[src/rtl/dmem_arbiter.sv]
// dmem_arbiter: shares the single-port data RAM between the core (port A) and a secondary requester (port B).
// Optional macro DMEM_ARB_RR_EN: round-robin on conflict instead of fixed priority with a starvation guard.
module dmem_arbiter #(
  parameter int unsigned ADDR_W   = 16,
  parameter int unsigned DATA_W   = 24,
  parameter int unsigned READ_LAT = 1,
  parameter int unsigned MAX_WAIT = 4
) (
  input  logic              clk,
  input  logic              reset,
  input  logic              a_req,
  input  logic              a_we,
  input  logic [ADDR_W-1:0] a_addr,
  input  logic [DATA_W-1:0] a_wdata,
  output logic              a_gnt,
  output logic              a_rvalid,
  output logic [DATA_W-1:0] a_rdata,
  input  logic              b_req,
  input  logic              b_we,
  input  logic [ADDR_W-1:0] b_addr,
  input  logic [DATA_W-1:0] b_wdata,
  output logic              b_gnt,
  output logic              b_rvalid,
  output logic [DATA_W-1:0] b_rdata,
  output logic [ADDR_W-1:0] ram_addr,
  output logic [DATA_W-1:0] ram_wdata,
  output logic              ram_wren,
  input  logic [DATA_W-1:0] ram_rdata
);

  localparam int unsigned CNT_W = 4;

  logic                favour_b;
  logic                gnt_a;
  logic                gnt_b;
  logic                issue_rd;
  logic                issue_own;
  logic [READ_LAT-1:0] pipe_v;
  logic [READ_LAT-1:0] pipe_o;
  logic                ret_v;

`ifdef DMEM_ARB_RR_EN
  // Last-winner pointer: set means B takes the next conflict.
  logic prio_b;

  always_ff @(posedge clk) begin
    if (reset) begin
      prio_b <= 1'b0;
    end else if (gnt_a) begin
      prio_b <= 1'b1;
    end else if (gnt_b) begin
      prio_b <= 1'b0;
    end
  end

  assign favour_b = prio_b;
`else
  // Consecutive cycles B has been left waiting, saturating at MAX_WAIT.
  logic [CNT_W-1:0] wait_cnt;

  always_ff @(posedge clk) begin
    if (reset) begin
      wait_cnt <= '0;
    end else if (b_req && !gnt_b) begin
      if (wait_cnt != CNT_W'(MAX_WAIT)) begin
        wait_cnt <= wait_cnt + CNT_W'(1);
      end
    end else begin
      wait_cnt <= '0;
    end
  end

  assign favour_b = (wait_cnt == CNT_W'(MAX_WAIT));
`endif

  // Winner selection; nothing is granted while reset is held.
  always_comb begin
    gnt_a = 1'b0;
    gnt_b = 1'b0;
    if (!reset) begin
      if (a_req && (!b_req || !favour_b)) begin
        gnt_a = 1'b1;
      end else if (b_req) begin
        gnt_b = 1'b1;
      end
    end
  end

  assign a_gnt = gnt_a;
  assign b_gnt = gnt_b;

  // RAM command mux; idle bus drives zeros.
  always_comb begin
    ram_addr  = '0;
    ram_wdata = '0;
    ram_wren  = 1'b0;
    issue_rd  = 1'b0;
    issue_own = 1'b0;
    if (gnt_a) begin
      ram_addr  = a_addr;
      ram_wdata = a_wdata;
      ram_wren  = a_we;
      issue_rd  = !a_we;
    end else if (gnt_b) begin
      ram_addr  = b_addr;
      ram_wdata = b_wdata;
      ram_wren  = b_we;
      issue_rd  = !b_we;
      issue_own = 1'b1;
    end
  end

  // Read-return pipeline matching the RAM latency; owner bit set means port B.
  always_ff @(posedge clk) begin
    if (reset) begin
      pipe_v <= '0;
      pipe_o <= '0;
    end else begin
      for (int i = READ_LAT - 1; i > 0; i--) begin
        pipe_v[i] <= pipe_v[i-1];
        pipe_o[i] <= pipe_o[i-1];
      end
      pipe_v[0] <= issue_rd;
      pipe_o[0] <= issue_own;
    end
  end

  assign ret_v    = pipe_v[READ_LAT-1] && !reset;
  assign a_rvalid = ret_v && !pipe_o[READ_LAT-1];
  assign b_rvalid = ret_v && pipe_o[READ_LAT-1];
  assign a_rdata  = a_rvalid ? ram_rdata : '0;
  assign b_rdata  = b_rvalid ? ram_rdata : '0;

endmodule

[config.mk]
export PLATFORM = sky130hd
export DESIGN_NAME = dmem_arbiter
export DESIGN_NICKNAME = d
export VERILOG_FILES = /design/src/rtl/dmem_arbiter.sv
export SDC_FILE = /design/constraint.sdc
export NUM_CORES = 1
export LEC_CHECK = 0
export CAP_MARGIN = 20
export CORE_ASPECT_RATIO = 0.5
export CORE_MARGIN = 5
export CORE_UTILIZATION = 18
export DETAILED_ROUTE_END_ITERATION = 10
export PLACE_DENSITY = 0.78
export SETUP_SLACK_MARGIN = 0.5
export SLEW_MARGIN = 10
export SYNTH_ARGS = -nofsm -noshare
export SYNTH_HDL_FRONTEND = slang
export SYNTH_SLANG_ARGS = --single-unit
export TNS_END_PERCENT = 30
[constraint.sdc]
create_clock -name clk -period 2 [get_ports clk]
set_clock_uncertainty 0.1 [all_clocks]
set_input_delay 0.4 -clock clk [delete_from_list [all_inputs] [get_ports clk]]
set_output_delay 0.4 -clock clk [all_outputs]
set_load 0.02 [all_outputs]
==> results.md, run 1 <==
- I/O pin count: 203
- Share of layout cells above drive strength 1: 60.1%
- Outcome: finished, violations left
- Min-delay src: reset
- Clk network pwr share: between 20% and 30%
- Die Y: 64.4 microns
- FILL cells: a little over 400
- Area after DPL: ~3500 sq um
- Syn Nets: between 200 and 250
- Avg Vias per Cell: roughly 4.5
- Worst VDD drop: about 0.00018 V
- Placement Setup Slack: -0.765 ns
- Most frequent cells in the layout: clkdlybuf4s50_1 (106), buf_6 (85), and2_4 (48), a22o_4 (25), a22o_1 (14)
- Switch share: approximately 29%
- DRC viols: 0
- Clock transition at path regs: 0.03 ns
- Sink Count: 6
- First-pass GRT wire length: between 10000 and 15000 microns
- Initial antenna violation count: 0
- P_int: 0.821 mW
- Clock Path Buffers: 2
- Register share of total power: 11.0%
- Grt ovf: 0
- P_leak: roughly 1.8 nW
- CP arrival: 1.81 ns
- Final wirelength: 7860 microns
- Largest net degree at the start of global routing: 26
- Final count of hold timing violations: 0
- Worst Slack Setup Final: -0.313 ns
- Worst R2R Path Depth: 6
- Clock buffer count from CTS: 3
- Failing checks: negative setup slack
- Maximum clock frequency: 432 MHz
- Combinational power share: 61.1%
- Starting density of the core: about a fifth
- Crit path launch: wait_cnt[1]
- Die Area: roughly 7600 sq um
- Sequential area share after synthesis: roughly 11%
- CP Data Required Time: 1.50 ns
- Max-cap viol count: 0
- Mapped Cells: 137
- Initial drt markers: 46
- Port buffer count: 202
- Vias: 1915
- Final #Nets: 465
- Mapped Area: 1060 sq um
- Library cells used by synthesis: 22
- WHS Path Cells: 3
- Util after Layout: 70.6%
- CTS H-tree depth: 1
- CTS Hold Buffers Added: 0
- Psw: about 0.33 mW
- Final Cycle Share: 116%
- Worst-path fanout max: 9
- Slew Limit Fails: 0
- Worst slew margin: 88.3%
- Setup TNS: -12.29 ns
- Final Critical Period: around 2.3 ns
- Standard-cell row count: 19
- Reg-to-reg slack, setup: 0.33 ns
- Area grow syn2layout: 272%
- Power Density: approximately 290 nW/um^2
- WHS Endpoint: pipe_o
- GRT Resource Usage Total: 18.5%
- Inserted Diodes: 0
- WL/cell: 18.5 microns
- Die width: between 100 and 150 microns
- Core area: 5610 sq um
- Routability Congestion: 0.794
- Critical Path End Type: output port
- CTS tree: built
- RSZ-0062 raised after global routing: true
- Mean post-synth cell area: 7.76 sq um
- Vias in the first global route: 2117
- Worst Tran Pin Value: approximately 0.17 ns
- Design Area, Final: 3960 sq um
- Detailed Routing Iterations Pass 1: 4
- Commonest non-fill, non-tap cell in the layout: clkdlybuf4s50_1
- Worst skew pair latency: 0.23 ns
- Root Buffer: clkbuf_16
- #FFs+latches synth: 6
- Hpwl dp: 5940 microns
- Worst setup SP type: flop
- Critical path class: reg2out
- Hold WC Path Type: in2reg
- Reg2Reg Launch Point: wait_cnt[1]
- Number of routed nets with antenna violations: 0
- Synth Warn #: 0
- Capturing point of the worst reg2reg path: pipe_v
- Endpoints failing setup: between 40 and 50
==> flip-flops by register name, indices dropped and copies added (netlist names) <==
| register | count |
|---|---|
| wait_cnt | 4 |
| pipe_o | 1 |
| pipe_v | 1 |
==> final cells by class <==
cell class / count / area (sq um) / share of cell area, %
Inverter: 8 / 32.5 / 0.821
Multi-Input combinational cell: 110 / 1210 / 30.6
Sequential cell: 6 / 124 / 3.13
Timing Repair Buffer: 224 / 2430 / 61.2
Tap cell: 73 / 91.3 / 2.31
Clock buffer: 3 / 75.1 / 1.90
==> per-stage QoR <==
step           hold WS [ns]  std cells  total power, mW
3_5_place_dp          0.403        412            0.748
6_report              0.349        424             1.15
3_3_place_gp          0.401        412            0.738
2_1_floorplan         0.315        137            0.363
4_1_cts               0.338        420             1.10
5_1_grt               0.347        424             1.20
==> worst max-delay path, stage by stage, from the launching register on <==
cell and delay (ns):
dfxtp_2 0.32, inv_2 0.04, ha_4 0.15, and3b_2 0.24, o211a_4 0.30, buf_8 0.16, a22o_4 0.24, buf_6 0.13
==> worst max path at each step <==
stage / end / slack [ns] / depth (start not counted)
5_1_grt: ram_wdata[1] / -0.38 / 7
2_1_floorplan: ram_addr[0] / 0.004 / 7
3_3_place_gp: ram_wdata[1] / -0.72 / 6
4_1_cts: ram_wdata[11] / -0.33 / 7
6_report: ram_addr[2] / -0.31 / 7
3_5_place_dp: ram_wdata[2] / -0.77 / 6
==> routing by layer <==
| layer | GRT usage [%] | wire (microns) | vias up |
|---|---|---|---|
| met2 | 38.4 | 4330 | 103 |
| met3 | 4.32 | 592 | 10 |
| met1 | 18.9 | 2840 | 876 |
| met5 | 0 | 0 | - |
| met4 | 4.47 | 92 | 0 |
| li1 | - | - | 926 |
==> power groups by stage <==
stage               combinational, mW  clock (mW)  sequential [mW]
detailed placement              0.621           0            0.127
global route                    0.737       0.337            0.127
global placement                0.612           0            0.127
CTS                             0.647       0.330            0.126
floorplan                       0.236           0            0.127
finish                          0.702       0.320            0.126
==> cell usage after synthesis (all sizes together) <==
master | n | area, sq um
and3 | 1 | 6.26
nand2 | 1 | 3.75
or3b | 1 | 11.3
nor3b | 1 | 7.51
and3b | 1 | 10.0
nand3 | 1 | 5.00
o211a | 2 | 20.0
nand2b | 1 | 6.26
nor3 | 1 | 5.00
a22o | 42 | 372
buf | 9 | 76.3
nor2 | 5 | 18.8
a21oi | 2 | 21.3
mux2i | 1 | 10.0
dfxtp | 6 | 120
inv | 8 | 30.0
ha | 2 | 25.0
clkbuf | 4 | 15.0
and2 | 48 | 300
==> kinds of logic (layout without fill, tap and decap cells) <==
logic type      Yosys count  count (layout)  synth area share, %
fa+ha+maj                 2               2                 2.35
mux                       1               1                0.941
flops                     6               6                 11.3
compound gates           46              46                 38.8
simple gates             61              61                 35.2
buf+inv                  21             235                 11.4
==> what timing repair did <==
action                     CTS  global route
cloned                       2             2
pin swaps                    7            51
setup buffers                3             2
hold endpoints to repair     0             0
setup endpoints to repair   97            98
gates resized for setup    538            83
Note: power is estimated with default switching activity, not from simulation.
==> run 2, diff against run 1 <==
Settings changed: ABC_AREA from default to 1, CORE_UTILIZATION 18 to 22, PLACE_DENSITY 0.78 to 0.79.
==> results.md, run 2 <==
- Synth Area in Simple Gates: between 60% and 70%
- Post-Synth XOR/XNOR Area: 0.630%
- Placement Setup Slack: -0.712 ns
- Grt ovf: 0
- Clock transition at path regs: ~0.04 ns
- Routability Congestion: 0.809
- Die Area: 8100 sq um
- Final #Nets: 622
- Slew Limit Fails: 0
- Critical Path End Type: output port
- Area leader, netlist: nand4_1
- Failing checks: negative setup slack
- Setup TNS: -1.89 ns
- Mean post-synth cell area: between 5 and 6 sq um
- Worst R2R Path Depth: 7
- Outcome: finished, violations left
- Max-cap viol count: 0
- Vias in the first global route: between 2000 and 3000
- Root Buffer: clkbuf_16
- Die Y: 66.2 microns
- WHS Endpoint: pipe_o
- WHS Path Cells: 3
- Sequential area share after synthesis: 8.64%
- Post-Layout Cell Count: 596
- Power Density: 268 nW/um^2
- CTS Hold Buffers Added: 0
- Hpwl dp: 6690 microns
- Clock Path Buffers: 2
- Worst-path fanout max: 10
- Compound-Gate Fraction of Synth Area: 0.720%
- CP arrival: roughly 1.6 ns
- Hold WC Path Type: in2reg
- Largest net degree at the start of global routing: 23
- Mux cell area share after synthesis: 0%
- Initial antenna violation count: 0
- Min-delay src: reset
- Port buffer count: approximately 200
- Library cells used by synthesis: 18
- Worst skew pair latency: roughly 0.24 ns
- Syn Nets: 384
- Capturing point of the worst reg2reg path: wait_cnt[3]
- Top cells by count, synth: nor2_1 (56), nand2_1 (50), nand3_1 (45)
- Maximum clock frequency: 475 MHz
- Worst slew margin: 86.6%
- CP Data Required Time: 1.50 ns
- Area grow syn2layout: 255%
- #FFs+latches synth: 6
- Final count of hold timing violations: 0
- Count leader, synth: nor2_1
- Async set or reset register ratio after synthesis: 0%
- Final Critical Period: around 2.1 ns
- DRC viols: 0
- Worst Tran Pin Value: 0.199 ns
- Critical path class: reg2out
- Synth top area cells: nand4_1 (20%), nand3_1 (16%), nor2_1 (15%)
- Core area: 6110 sq um
- First-pass GRT wire length: 15200 microns
- Endpoints failing setup: 41
- Synth Flop Type: dfxtp_1
- Final wirelength: 12100 microns
- Initial drt markers: 245
- GRT Resource Usage Total: 23.7%
- Final Cycle Share: 105%
- Yosys top cell area share: 19.8%
- Register name with the most flops: wait_cnt
- Avg Vias per Cell: ~5.3
- Most frequent cells in the layout: clkdlybuf4s50_1 (103), buf_6 (93), nor2_4 (51), nand4_1 (44), nand2_2 (41)
- CTS tree: built
- Reg2Reg Launch Point: wait_cnt[1]
- Detailed Routing Iterations Pass 1: 5
- Util after Layout: 80.9%
- Share of layout cells above drive strength 1: 57.1%
- Reg-to-reg slack, setup: 0.55 ns
- Dpl cells: 570
- Worst setup SP type: flop
- CTS H-tree depth: 1
- Synth Warn #: 0
- Commonest non-fill, non-tap cell in the layout: clkdlybuf4s50_1
- Post-synth EDFFs: 0
- Largest family of logic cells by synthesized area: simple AND/OR/NAND/NOR gates
- Starting density of the core: around 23%
- Clock buffer count from CTS: 3
- Mapped Cells: 272
- Mapped Area: 1390 sq um
- WL/cell: 20.4 microns
- Biggest regs: wait_cnt x4, pipe_o x1, pipe_v x1
- Vias: 3151
- Worst Slack Setup Final: -0.104 ns
- P_leak: 2.20 nW
- Number of routed nets with antenna violations: 0
- Worst VDD drop: 0.000223 V
- Sink Count: 6
- Post-synthesis adder-cell area fraction: roughly 1.8%
- Inserted Diodes: 0
- Largest register FFs: 4
- Standard-cell row count: 20
- I/O pin count: 203
- Die width: 122 microns
- RSZ-0062 raised after global routing: true
## run 2: worst max-delay path, cell delays in order (launching register included)
cell and delay [ns]:
dfxtp_2 0.31, inv_2 0.08, ha_4 0.15, nand4_4 0.13, nand2_4 0.17, buf_6 0.17, nand3_1 0.11, nand2_2 0.07
buf_2 0.17
## run 2: final cells by class
cell class | instances | area (sq um)
timing repair buffer | 259 | 2900
sequential | 6 | 125
fill | 360 | 1160
tap | 88 | 110
clock buffer | 3 | 75.1
multi-input combinational | 205 | 1570
inverter | 35 | 158
## run 2: cells by family (layout without fill, tap and decap cells)
logic type | after synthesis | after routing
flip-flops | 6 | 6
buffers and inverters | 61 | 297
AND/OR/NAND/NOR | 200 | 200
AO/OA/AOI/OAI | 2 | 2
XOR/XNOR | 1 | 1
adder cells (fa/ha/maj) | 2 | 2
## run 2: repair_timing
item                       in CTS  in global routing
gates cloned                    5                  6
setup endpoints to repair      98                 97
pin swaps                      53                 66
buffers inserted               10                  2
resized for setup             619                 54
## run 2: worst max-delay path by stage
stage / start / endpoint / cells past startpoint
floorplan: wait_cnt[1] / ram_addr[1] / 7
CTS: wait_cnt[0] / ram_wdata[8] / 8
detailed placement: reset / a_rdata[1] / 9
global placement: b_req / ram_wdata[3] / 7
finish: wait_cnt[1] / ram_addr[3] / 8
global route: wait_cnt[1] / ram_addr[3] / 8
## run 2: power breakdown
part	switching [mW]	internal (mW)
logic	0.391	0.455
clock network	0.0887	0.259
registers	0.00425	0.124
total	0.484	0.838
## run 2: through the flow
step | power, mW | hold WS, ns | instance area [sq um]
final | 1.32 | 0.348 | 4940
after global routing | 1.36 | 0.362 | 4940
after CTS | 1.25 | 0.361 | 4630
after detailed placement | 0.831 | 0.426 | 4040
after global placement | 0.826 | 0.419 | 4040
after floorplan | 0.413 | 0.372 | 1730
## run 2: layer usage
layer	share of wire, %	up-vias	track usage, %
met5	0	-	0
met4	5.5	0	12.4
met3	9.3	62	5.47
met2	49	234	43.5
met1	36	1465	25.7
li1	-	1390	-
==> run 3, diff against run 2 <==
Settings changed: CTS_BUF_LIST from default to sky130_fd_sc_hd__clkbuf_16, GPL_ROUTABILITY_DRIVEN from default to 0.
==> results of run 3 <==
No change in the layout: final DEF, timing and power equal those of run 2.
